`src/rtl/debug_display_controller_pkg.sv`:
```
// rtl/debug_display_controller_pkg.sv - shared encodings and helpers for the debug display controller
package debug_display_controller_pkg;

    typedef enum logic [1:0] {
        MODE_FAST = 2'b00,
        MODE_SLOW = 2'b01,
        MODE_STEP = 2'b10,
        MODE_HALT = 2'b11
    } freq_mode_e;

    typedef enum logic [1:0] {
        ST_SHOW     = 2'b00,
        ST_MEM_WAIT = 2'b01,
        ST_MEM_SHOW = 2'b10
    } disp_state_e;

    // Number of bits needed to hold values 0..value-1
    function automatic int clog2(input int value);
        int r;
        int v;
        r = 0;
        v = value - 1;
        while (v > 0) begin
            r = r + 1;
            v = v >>> 1;
        end
        return r;
    endfunction

endpackage

```
`src/rtl/debug_display_controller_clock_gen.sv`:
```
// rtl/debug_display_controller_clock_gen.sv - CPU clock generator with fast, slow, single-step and halt modes
module cpu_clock_generator
    import debug_display_controller_pkg::*;
#(
    parameter int DIV_FAST = 5,
    parameter int DIV_SLOW = 1000000
) (
    input  logic       clock,
    input  logic       reset,
    input  logic [1:0] frequency_mode,
    input  logic       step,
    output logic       clock_out
);

    localparam int CNT_W = (clog2(DIV_SLOW) < 1) ? 1 : clog2(DIV_SLOW);
    localparam logic [CNT_W-1:0] FAST_LAST = CNT_W'(DIV_FAST - 1);
    localparam logic [CNT_W-1:0] SLOW_LAST = CNT_W'(DIV_SLOW - 1);

    freq_mode_e       mode;
    freq_mode_e       mode_q;
    logic [CNT_W-1:0] cnt;
    logic             step_q;
    logic             pulse;

    assign mode = freq_mode_e'(frequency_mode);

    // Divider / step pulse generator; a mode change restarts the count and keeps the level
    always_ff @(posedge clock or posedge reset) begin
        if (reset) begin
            cnt       <= '0;
            mode_q    <= MODE_FAST;
            step_q    <= 1'b0;
            pulse     <= 1'b0;
            clock_out <= 1'b0;
        end else begin
            step_q <= step;
            mode_q <= mode;
            if (mode != mode_q) begin
                cnt   <= '0;
                pulse <= 1'b0;
                if (mode == MODE_STEP || mode == MODE_HALT) begin
                    clock_out <= 1'b0;
                end
            end else begin
                case (mode)
                    MODE_FAST, MODE_SLOW: begin
                        if (cnt == ((mode == MODE_FAST) ? FAST_LAST : SLOW_LAST)) begin
                            clock_out <= ~clock_out;
                            cnt       <= '0;
                        end else begin
                            cnt <= cnt + 1'b1;
                        end
                    end
                    MODE_STEP: begin
                        if (pulse) begin
                            // step edges during an active pulse are deliberately ignored
                            if (cnt == FAST_LAST) begin
                                clock_out <= 1'b0;
                                pulse     <= 1'b0;
                                cnt       <= '0;
                            end else begin
                                cnt <= cnt + 1'b1;
                            end
                        end else if (step && !step_q) begin
                            clock_out <= 1'b1;
                            pulse     <= 1'b1;
                            cnt       <= '0;
                        end
                    end
                    default: begin
                        clock_out <= 1'b0;
                    end
                endcase
            end
        end
    end

endmodule

```
`src/rtl/debug_display_controller.sv`:
```
// rtl/debug_display_controller.sv - debug channel display with auto-scan, memory handshake and CPU clock
module debug_display_controller
    import debug_display_controller_pkg::*;
#(
    parameter int CHANNELS    = 8,
    parameter int DATA_WIDTH  = 32,
    parameter int SEL_WIDTH   = 3,
    parameter int MEM_CHANNEL = 1,
    parameter int MEM_LATENCY = 1,
    parameter int DIV_FAST    = 5,
    parameter int DIV_SLOW    = 1000000,
    parameter int SCAN_PERIOD = 50000000
) (
    input  logic                           clock,
    input  logic                           reset,
    input  logic [1:0]                     frequency_mode,
    input  logic                           step,
    input  logic [SEL_WIDTH-1:0]           select,
    input  logic                           scan_enable,
    input  logic [CHANNELS*DATA_WIDTH-1:0] channels,
    output logic                           enable,
    output logic                           memory_address_control,
    output logic [DATA_WIDTH-1:0]          data,
    output logic                           data_valid,
    output logic [SEL_WIDTH-1:0]           current_channel,
    output logic                           clock_out
);

    localparam int NSLOT  = 2 ** SEL_WIDTH;
    localparam int SCAN_W = clog2(SCAN_PERIOD);
    localparam int WAIT_W = (clog2(MEM_LATENCY) < 1) ? 1 : clog2(MEM_LATENCY);

    localparam logic [SEL_WIDTH-1:0] MEM_IDX   = SEL_WIDTH'(MEM_CHANNEL);
    localparam logic [SEL_WIDTH-1:0] LAST_IDX  = SEL_WIDTH'(CHANNELS - 1);
    localparam logic [SEL_WIDTH-1:0] FIRST_IDX = (MEM_CHANNEL == 0) ? SEL_WIDTH'(1) : '0;
    localparam logic [SCAN_W-1:0]    SCAN_LAST = SCAN_W'(SCAN_PERIOD - 1);
    localparam logic [WAIT_W-1:0]    WAIT_LAST = WAIT_W'(MEM_LATENCY - 1);

    // Every select code maps to a slot; codes beyond CHANNELS read as zero
    logic [DATA_WIDTH-1:0] slot [NSLOT];

    for (genvar k = 0; k < NSLOT; k++) begin : g_slot
        if (k < CHANNELS) begin : g_used
            assign slot[k] = channels[k*DATA_WIDTH +: DATA_WIDTH];
        end else begin : g_empty
            assign slot[k] = '0;
        end
    end

    function automatic logic [SEL_WIDTH-1:0] wrap_inc(input logic [SEL_WIDTH-1:0] idx);
        return (idx == LAST_IDX) ? '0 : idx + 1'b1;
    endfunction

    logic [SCAN_W-1:0]    scan_cnt;
    logic [SEL_WIDTH-1:0] scan_idx;
    logic [SEL_WIDTH-1:0] scan_next;
    logic [SEL_WIDTH-1:0] eff;
    logic                 is_mem;
    logic [DATA_WIDTH-1:0] word;
    logic [WAIT_W-1:0]    wait_cnt;
    disp_state_e          state;

    // Next scan index, stepping over the memory channel so scanning never halts the CPU
    always_comb begin
        scan_next = wrap_inc(scan_idx);
        if (scan_next == MEM_IDX) begin
            scan_next = wrap_inc(scan_next);
        end
    end

    assign eff    = scan_enable ? scan_idx : select;
    assign is_mem = (eff == MEM_IDX);
    assign word   = slot[eff];

    // Scan timer; parked at the first index while disabled so a fresh scan starts there
    always_ff @(posedge clock or posedge reset) begin
        if (reset) begin
            scan_cnt <= '0;
            scan_idx <= FIRST_IDX;
        end else if (!scan_enable) begin
            scan_cnt <= '0;
            scan_idx <= FIRST_IDX;
        end else if (scan_cnt == SCAN_LAST) begin
            scan_cnt <= '0;
            scan_idx <= scan_next;
        end else begin
            scan_cnt <= scan_cnt + 1'b1;
        end
    end

    // Display FSM: plain channels pass straight through, the memory channel stalls the CPU
    always_ff @(posedge clock or posedge reset) begin
        if (reset) begin
            state                  <= ST_SHOW;
            wait_cnt               <= '0;
            data                   <= '0;
            data_valid             <= 1'b0;
            enable                 <= 1'b1;
            memory_address_control <= 1'b0;
            current_channel        <= '0;
        end else begin
            current_channel <= eff;
            case (state)
                ST_SHOW: begin
                    if (is_mem) begin
                        state                  <= ST_MEM_WAIT;
                        enable                 <= 1'b0;
                        memory_address_control <= 1'b1;
                        data_valid             <= 1'b0;
                        wait_cnt               <= '0;
                    end else begin
                        data       <= word;
                        data_valid <= 1'b1;
                    end
                end
                ST_MEM_WAIT: begin
                    if (!is_mem) begin
                        state                  <= ST_SHOW;
                        enable                 <= 1'b1;
                        memory_address_control <= 1'b0;
                        data                   <= word;
                        data_valid             <= 1'b1;
                    end else if (wait_cnt == WAIT_LAST) begin
                        // memory word is valid on this edge, MEM_LATENCY cycles after the address switch
                        state      <= ST_MEM_SHOW;
                        data       <= slot[MEM_IDX];
                        data_valid <= 1'b1;
                    end else begin
                        wait_cnt <= wait_cnt + 1'b1;
                    end
                end
                default: begin
                    if (!is_mem) begin
                        state                  <= ST_SHOW;
                        enable                 <= 1'b1;
                        memory_address_control <= 1'b0;
                        data                   <= word;
                        data_valid             <= 1'b1;
                    end else begin
                        data       <= slot[MEM_IDX];
                        data_valid <= 1'b1;
                    end
                end
            endcase
        end
    end

    cpu_clock_generator #(
        .DIV_FAST (DIV_FAST),
        .DIV_SLOW (DIV_SLOW)
    ) u_clock_gen (
        .clock          (clock),
        .reset          (reset),
        .frequency_mode (frequency_mode),
        .step           (step),
        .clock_out      (clock_out)
    );

endmodule
```
`config.mk`:
```
export PLATFORM = sky130hd
export DESIGN_NAME = debug_display_controller
export DESIGN_NICKNAME = d
export VERILOG_FILES = /design/src/rtl/debug_display_controller_pkg.sv /design/src/rtl/debug_display_controller_clock_gen.sv /design/src/rtl/debug_display_controller.sv
export SDC_FILE = /design/constraint.sdc
export NUM_CORES = 1
export LEC_CHECK = 0
export CORE_ASPECT_RATIO = 0.5
export CORE_MARGIN = 2
export CORE_UTILIZATION = 30
export DETAILED_ROUTE_END_ITERATION = 12
export SLEW_MARGIN = 10
export SYNTH_ARGS = -nofsm -noshare
export SYNTH_HDL_FRONTEND = slang
export SYNTH_SLANG_ARGS = --single-unit
```
`constraint.sdc`:
```
create_clock -name clock -period 5.4 [get_ports clock]
set_input_delay 0.81 -clock clock [delete_from_list [all_inputs] [get_ports clock]]
set_output_delay 0.81 -clock clock [all_outputs]
set_load 0.1 [all_outputs]
```
==> results.txt <==
The worst clock skew on the final layout was 7.23 ps; the share of the clock period used by the worst path after layout was 0.714. Measured along the y axis, the die boundary spans 108 um. The count of synthesis-stage warnings from yosys was 0. The run gives 0 as the global route total overflow. The clock transition time at the flip-flop clock pins of the worst setup and hold paths is 70 ps, and the total power after layout is 2.38 mW.

Setup repair after global routing left no endpoint under its margin. Post-CTS setup buffer count: 0. The worst hold path belongs to the class reg2reg. After synthesis, the cell types taking the most area are dfrtp_1, nand2_1, and3_1. The number of cells upsized or downsized after cts was 0; the pin count of the biggest net entering global routing was 66.

In this run the number of H-tree levels came out at 3. For the worst-skew pair, the clock arrives at the later sink with an insertion delay of 350 ps. The die width was 212 um.

The time the final worst path needs with I/O delays and setup is 3860 ps, and the number of ports placed on the die boundary is 304. The cell accounting for the most synthesized area was dfrtp_1. The run finished with clean final reports. Clock tree root driver cell: clkbuf_16. Counting every net in the synthesized netlist gives 1066. Post-synthesis sequential element count: 94.

After floorplanning, the core was sized to cover 0.0209 mm2. The number of global-route vias before repair came out at 6802. The top cell types in the final layout, fill and taps aside, are clkdlybuf4s50_1, nand2_1, dfrtp_1. The run gives 0 as the final number of setup-violating endpoints. STA classifies the critical path startpoint as a primary input. The max-cap violation count was 0. In this run the core area contains 37 standard-cell rows. The total count of hold-check failures in the final report was 0; the maximum buffer depth of the clock tree was 2. Number of optimization iterations in the first detailed-route pass: 5. The tools report the fraction of the core area covered by cells at the end of the flow as 0.482.

STA puts the critical path data required time at 5640 ps. The run gives 36.4 mm as the global-route wire length before repair. The tools report the tightest slew margin relative to the limit as 0.270. The async set-or-reset flop fraction in the synthesized netlist was 1.00. In this run the static leakage power is 4.13 nW.

The final layout contains routed wiring with a total length of 23.3 mm. TritonCTS built the clock tree. For the count of different cell masters after synthesis, the log shows 51.

Among the stages of the critical path, the cell type that occurs most often is buf_4. The tools report the number of inserted filler cells in the final layout as 2027. For the final routed database, the setup TNS stands at 0 ps.

The number of enable-type register cells in the synthesized netlist is 0. For the worst setup path, the data arrival time is 4090 ps. In the final routed layout, each cell accounts on average for 17.2 um. The area share of the leading cell type in the synthesized netlist is 0.358.

Most common library cell in the layout ignoring fill and taps: clkdlybuf4s50_1. On the critical path, the stage with the largest delay is an instance of clkdlybuf4s50_1. After detailed routing, the number of vias per cell comes to 5.06. The run gives 0.311 as the initial cell density of the core. The cell area that synthesis handed to floorplanning was 0.00650 mm2. The final-stage net count was 1329. The final number of max-transition violations came out at 0.

Walking the worst path, the cells encountered are clkdlybuf4s50_1 -> mux2i_4 -> buf_4 -> nand3_1 -> inv_1 -> ha_2 -> buf_4 -> a2111oi_0 -> a221o_1. The tools report the area of the die as 0.0229 mm2. For the pin with the worst max-slew slack, the measured transition is 1090 ps.

The tools report the total of hold buffers inserted after clock tree synthesis as 0. The overall track demand over capacity in global routing came out at 0.201. Power per cell area: 236 mW/mm2. Averaged over all synthesized cells, the footprint is 8.18 um2. Violation count after the first detailed-routing iteration: 509. Buffers inserted during clock tree synthesis total 9. The top achievable clock speed came out at 0.259 GHz.

CTS saw 94 sinks. The post-synthesis sequential area ratio was 0.362; the initial antenna violation count was 1. Once detail routing completed, the nets flagged for antenna violations numbered 0.

IR analysis of the VDD net gives a maximum drop of 0.000183 V. Layout-stage area growth over the synthesis result: 55.0%. For this run, the leading register cell type out of synthesis is dfrtp_1.

The DRC violations left was 0; the number of I/O port buffers was 303. Post-synthesis instance total: 794. The congestion estimate from routability-driven global placement came to 0.843. The critical path is of the in2reg type. The capturing element type of the critical path is a flip-flop. The fraction of layout instances using a drive strength above 1 came out at 0.0452. The run gives 17.3 mm as the total half-perimeter wirelength after legalization and detailed placement.

The largest fanout of any net on the critical path was 36; the delay contributed by the slowest stage of the critical path was 790 ps. Via total after detailed routing: 6853.
==> registers in the layout (all words and copies together) (netlist names), 2 cells and up <==
signal	cells
scan_cnt	26
current_channel	3
u_clock_gen.mode_q	2
scan_idx	3
data	32
u_clock_gen.cnt	20
state	2
==> cells in the mapped netlist, types with 7 or more instances <==
cell type and number:
nand2_1 203, dfrtp_1 93, and3_1 74, nor2_1 53, clkbuf_1 40, mux2i_1 38
a31oi_1 33, a2111oi_0 32, a221o_1 32, xor2_1 32, nand3_1 20, o21ai_0 13
inv_1 12, nand4_1 12, xnor2_1 10, buf_2 8, ha_1 7
==> cells by family (layout without fill, tap and decap cells) <==
group	after synthesis	in the layout	share of synthesized area
compound gates	134	134	0.164
xor+xnor	42	42	0.0566
fa+ha+maj	7	7	0.0135
buf+inv	71	339	0.0466
flops	94	94	0.362
mux	39	39	0.0607
other cells	0	1	0
simple gates	407	407	0.296
==> report_power, final <==
part           internal, mW  total, mW  leakage (nW)  switching, mW
registers             0.753      0.785          1.22         0.0314
logic                 0.343      0.892          2.74          0.549
clock network         0.408      0.699         0.160          0.290
==> path summary, 6_finish.rpt <==
check,from,endpoint,slack [ps],cells past startpoint
worst max-delay path,scan_enable,data[31]$_DFFE_PP0P_,1540,9
worst min-delay path,enable$_DFFE_PP1P_,enable$_DFFE_PP1P_,480,2
worst max register to register,scan_idx[0]$_DFFE_PP0P_,data[31]$_DFFE_PP0P_,2520,8
worst min register to register,enable$_DFFE_PP1P_,enable$_DFFE_PP1P_,480,2
max in group asynchronous,reset,u_clock_gen.cnt[13]$_DFFE_PP0P_,3480,3
min in group asynchronous,reset,scan_cnt[2]$_DFF_PP0_,930,2
==> cell type report <==
cell class	count	area [um2]	share of cell area
Multi-Input combinational cell	629	3880	0.386
Timing Repair Buffer	311	3090	0.307
Sequential cell	94	2350	0.234
Tap cell	292	365	0.0363
Clock buffer	9	225	0.0224
Clock inverter	7	96.3	0.00957
Inverter	12	50.0	0.00497
Antenna cell	1	2.50	0.000248
==> per-layer routing <==
metal  track usage  vias to the layer above  wire, um  share of wire
met4        0.0538                        0       494          0.021
met5             0                        -         0              0
li1              -                     3393         -              -
met1         0.243                     3270      9880           0.42
met3        0.0372                       34       947          0.041
met2         0.367                      156     11900           0.51
==> metrics by stage <==
stage | hold slack [ps] | area, um2 | setup WS (ps) | std cells
after detailed placement | 465 | 9750 | 1170 | 1338
after floorplan | 475 | 6500 | 2140 | 794
after global placement | 458 | 9750 | 1280 | 1338
final | 481 | 10100 | 1540 | 1355
after CTS | 476 | 10100 | 1560 | 1354
after global routing | 508 | 10100 | 1260 | 1355
==> critical path, delay by kind of cell <==
kind,cells,cell delay [ps]
mux,1,300
fa+ha+maj,1,640
compound gates,2,440
buf+inv,4,1690
simple gates,1,200
No activity file was read; power rests on OpenSTA's default activity.
==> RTL change 1: new RTL, same settings <==
Remove the register `current_channel`: a continuous assignment takes its place, so the output `current_channel` follows one clock earlier.
--- a/src/rtl/debug_display_controller.sv
+++ b/src/rtl/debug_display_controller.sv
@@ -97,9 +97,7 @@
             data_valid             <= 1'b0;
             enable                 <= 1'b1;
             memory_address_control <= 1'b0;
-            current_channel        <= '0;
         end else begin
-            current_channel <= eff;
             case (state)
                 ST_SHOW: begin
                     if (is_mem) begin
@@ -145,6 +143,8 @@
         end
     end
 
+    assign current_channel = eff;
+
     cpu_clock_generator #(
         .DIV_FAST (DIV_FAST),
         .DIV_SLOW (DIV_SLOW)
Check against the original RTL: not equivalent (Yosys sat finds a counterexample within 4 cycles, from zero or initial values and one cycle with reset high).
==> RTL change 1 against the original RTL <==
Sequential cell count is 3 lower. Worst setup slack gained 150 ps. Critical path depth is 5 lower. Combinational power down 0.8%. Largest power group unchanged. Power down 3.9%. Cell area shrank 0.93%. Area after synthesis hardly changed. First-iteration DRC count decreased by 30%. Wire length shrank 0.68%. Critical endpoint is now current_channel[1].
==> RTL change 1: results <==
metrics = {
    "status": {
        "status": "complete, no violations",
    },
    "place": {
        "hpwl_um": 17800,
        "place_congestion": 0.885,
        "dpl_cell_area_um2": 9670,
    },
    "detailed_routing": {
        "wl_met1_um": 9900,
        "wl_per_cell_um": 16.0,
        "wl_met3_um": 961,
        "wl_met2_um": 11700,
        "drt_iter0_drc": 354,
        "vias": 7168,
    },
    "power": {
        "switching_share": 0.394,
        "leakage_nw": 4.11,
        "ir_worst_vdd_mv": 0.155,
    },
    "timing": {
        "slew_headroom": 0.289,
    },
    "grt": {
        "grt_max_degree": 71,
        "antenna_found_initial": 0,
        "grt_pass1_vias": 7060,
        "grt_pass1_wl_um": 36300,
        "grt_usage": 0.199,
    },
    "synthesis": {
        "ys_seq_area_frac": 0.351,
        "synth_common_cells": "nand2_1, dfrtp_1, nand3_1, and3_1, nor2_1",
        "synth_compound_area_frac": 0.127,
        "synth_nets": 1158,
        "ys.flop_type": "dfrtp_1",
        "synth_xor_area_frac": 0.0553,
        "synthMuxAreaShare": 0.0127,
        "synth.area.top_cells": "dfrtp_1, nand2_1, nand3_1, a311oi_1, and3_1",
        "synth_fa_ha_area_frac": 0.0135,
    },
    "clock_network": {
        "cts_buffers": 9,
    },
    "setup_path": {
        "r2r-end": "data[0]$_DFFE_PP0P_",
        "ff2ff_path_depth": 7,
        "critPathArrivalTime_ps": 2890,
        "slowest_delay_ps": 820,
        "cp_max_fo": 28,
        "rrSetupSlack_ps": 2860,
    },
    "final_layout": {
        "antenna_cells": 0,
        "nets": 1420,
        "drive_gt1_frac": 0.0538,
    },
}
## RTL change 1: cell count changes after synthesis, moves of 11 or more
| cell | change |
|---|---|
| nand2_1 | +101 |
| a311oi_1 | +32 |
| nor2_1 | -11 |
| nand3_1 | +70 |
| clkbuf_1 | -20 |
| and3_1 | -32 |
| mux2i_1 | -32 |
| a221o_1 | -32 |
| o21ai_1 | +32 |
| buf_2 | +19 |
| a2111oi_0 | -32 |
| xor2_1 | -11 |
## RTL change 1: area by class of cell
type | instances | area, um^2
clock buffer | 9 | 225
clock inverter | 7 | 78.8
fill | 2084 | 10900
inverter | 12 | 48.8
multi-input combinational | 720 | 3870
sequential | 91 | 2280
tap | 292 | 365
timing repair buffer | 314 | 3110
## RTL change 1: power groups by stage
stage          logic, mW  clock network [mW]  registers (mW)
2_1_floorplan      0.225                   0            1.08
3_3_place_gp       0.887                   0           0.769
3_5_place_dp       0.890                   0           0.770
4_1_cts            0.892               0.665           0.758
5_1_grt            0.935               0.694           0.764
6_report           0.885               0.640           0.757
## RTL change 1: metal layers
metal  vias to the layer above  track usage
met1                      3388        0.243
li1                       3569            -
met2                       178        0.358
met4                         0       0.0654
met5                         -            0
met3                        33       0.0340
## RTL change 1: worst max path at each step
| stage | start | slack, ps | end | cells after the start |
|---|---|---|---|---|
| 6_report | scan_enable | 1700 | current_channel[1] | 4 |
| 5_1_grt | scan_enable | 1540 | current_channel[1] | 4 |
| 4_1_cts | scan_enable | 1640 | current_channel[1] | 4 |
| 3_5_place_dp | scan_enable | 1510 | data[14]$_DFFE_PP0P_ | 8 |
| 3_3_place_gp | scan_enable | 1620 | data[14]$_DFFE_PP0P_ | 8 |
| 2_1_floorplan | scan_enable | 1700 | data[0]$_DFFE_PP0P_ | 12 |
## RTL change 1: through the flow
step                hold slack (ps)  worst slack (ps)  power [mW]  utilization  cells
floorplan                       445              1700        1.31            -    886
global placement                451              1620        1.66        0.463   1429
detailed placement              459              1510        1.66        0.463   1429
CTS                             469              1640        2.32        0.478   1445
global route                    485              1540        2.39        0.478   1445
finish                          466              1700        2.28        0.478   1445
## RTL change 1: worst max-delay path, delay by kind of cell
kind	cells	cell delay [ps]
muxes	1	550
buffers and inverters	3	1510
## RTL change 1: kinds of logic after synthesis
logic type,count (synthesis)
flops,91
simple gates,545
fa+ha+maj,7
compound gates,120
xor+xnor,41
buf+inv,75
mux,7
==> RTL change 2: new RTL, same flow settings <==
Made on the original files. Change the parameter `MEM_LATENCY` from 1 to 2.
--- a/src/rtl/debug_display_controller.sv
+++ b/src/rtl/debug_display_controller.sv
@@ -6,7 +6,7 @@
     parameter int DATA_WIDTH  = 32,
     parameter int SEL_WIDTH   = 3,
     parameter int MEM_CHANNEL = 1,
-    parameter int MEM_LATENCY = 1,
+    parameter int MEM_LATENCY = 2,
     parameter int DIV_FAST    = 5,
     parameter int DIV_SLOW    = 1000000,
     parameter int SCAN_PERIOD = 50000000
Formal check against the unedited RTL: not equivalent (a bounded check fails within 4 cycles, from zero or initial values and one cycle with reset high).
==> RTL change 2 against the original RTL <==
Sequential cell count increased by 1. Area after synthesis is 0.96% higher. Sequential share of layout area rose by 0.068 points. Non-clock buffer count is 1 higher. Core utilization fell by 1.1 points. Worst setup slack improved by 160 ps. Power rose by 22%. Worst hold slack got worse by 16 ps. Critical path depth unchanged. Cell area increased by 0.77%. Wire length is 2.8% higher. Critical endpoint is now data[14]$_DFFE_PP0P_.
==> RTL change 2: results <==
metrics = {
    "final_layout": {
        "nets": 1440,
        "fillerInstances": 2118,
        "antenna_cells": 0,
    },
    "grt": {
        "grt_max_degree": 70,
        "antenna_found_initial": 0,
        "grt_pass1_vias": 7166,
        "grt_pass1_wl_um": 36900,
    },
    "timing": {
        "finClkSkew_ps": 8.14,
        "tightest_slew_ps": 1050,
    },
    "setup_path": {
        "critPathArrivalTime_ps": 3900,
        "worstReg2RegStart": "scan_idx[1]$_DFFE_PP0P_",
        "r2r-end": "data[14]$_DFFE_PP0P_",
        "slowest_delay_ps": 810,
        "crit_slowest_cell": "clkdlybuf4s50_1",
        "rrSetupSlack_ps": 2710,
        "cp_max_fo": 69,
    },
    "power": {
        "ir_worst_vdd_mv": 0.162,
        "pg_comb_mw": 1.35,
        "leakage_nw": 4.20,
        "p_int_mw": 1.61,
        "power_clock_mw": 0.685,
    },
    "synthesis": {
        "synth_nets": 1179,
        "synth.distinct_cells": 50,
        "synth_fa_ha_area_frac": 0.0172,
        "synth_compound_area_frac": 0.139,
        "synth_xor_area_frac": 0.0494,
        "synth.area.top_cells": "dfrtp_1, nand2_1, nand3_1, nor2_1, a311oi_1",
        "synthMuxAreaShare": 0.0107,
        "synth_common_cells": "nand2_1, dfrtp_1, nor2_1, nand3_1, a21oi_1",
        "ys_seq_area_frac": 0.363,
    },
    "detailed_routing": {
        "drt_iter0_drc": 545,
        "vias": 7357,
        "wl_per_cell_um": 16.2,
    },
    "place": {
        "hpwl_um": 17300,
        "place_congestion": 0.818,
        "dpl_cell_area_um2": 9830,
    },
    "status": {
        "status": "complete, no violations",
    },
}
RTL change 2: worst min path at each step:
stage / from / endpoint / slack, ps / cells past startpoint
floorplan: scan_cnt[0]$_DFF_PP0_ / scan_cnt[0]$_DFF_PP0_ / 450 / 1
finish: enable$_DFFE_PP1P_ / enable$_DFFE_PP1P_ / 470 / 2
global placement: enable$_DFFE_PP1P_ / enable$_DFFE_PP1P_ / 450 / 2
detailed placement: enable$_DFFE_PP1P_ / enable$_DFFE_PP1P_ / 460 / 2
global route: memory_address_control$_DFFE_PP0P_ / memory_address_control$_DFFE_PP0P_ / 510 / 1
CTS: enable$_DFFE_PP1P_ / enable$_DFFE_PP1P_ / 470 / 2
RTL change 2: critical path, delay by kind of cell:
| family | cells | cell delay [ps] |
|---|---|---|
| and+or+nand+nor | 4 | 880 |
| AOI/OAI and AO/OA | 1 | 60 |
| buffers and inverters | 3 | 1740 |
| muxes | 1 | 370 |
RTL change 2: per-layer routing:
layer / global-route usage / vias to the layer above / routed length, um
li1: - / 3640 / -
met1: 0.245 / 3452 / 9950
met2: 0.360 / 222 / 12100
met3: 0.0468 / 43 / 1280
met4: 0.0634 / 0 / 603
met5: 0 / - / 0
RTL change 2: layout make-up:
class                   instances  share of cell area
inverters                      18             0.00715
well taps                     300              0.0370
repair buffers                312               0.307
flip-flops and latches         95               0.234
multi-input cells             730               0.384
clock inverters                 7             0.00900
clock buffers                   9              0.0222
RTL change 2: stage by stage:
step           std cells  hold WS [ps]  utilization  setup WS (ps)  power (mW)
3_5_place_dp        1455           459        0.456           1320        2.24
6_report            1471           465        0.471           1710        2.91
5_1_grt             1471           515        0.471           1440        3.05
2_1_floorplan        905           448            -           2110        1.76
4_1_cts             1471           471        0.471           1720        2.94
3_3_place_gp        1455           449        0.456           1440        2.23
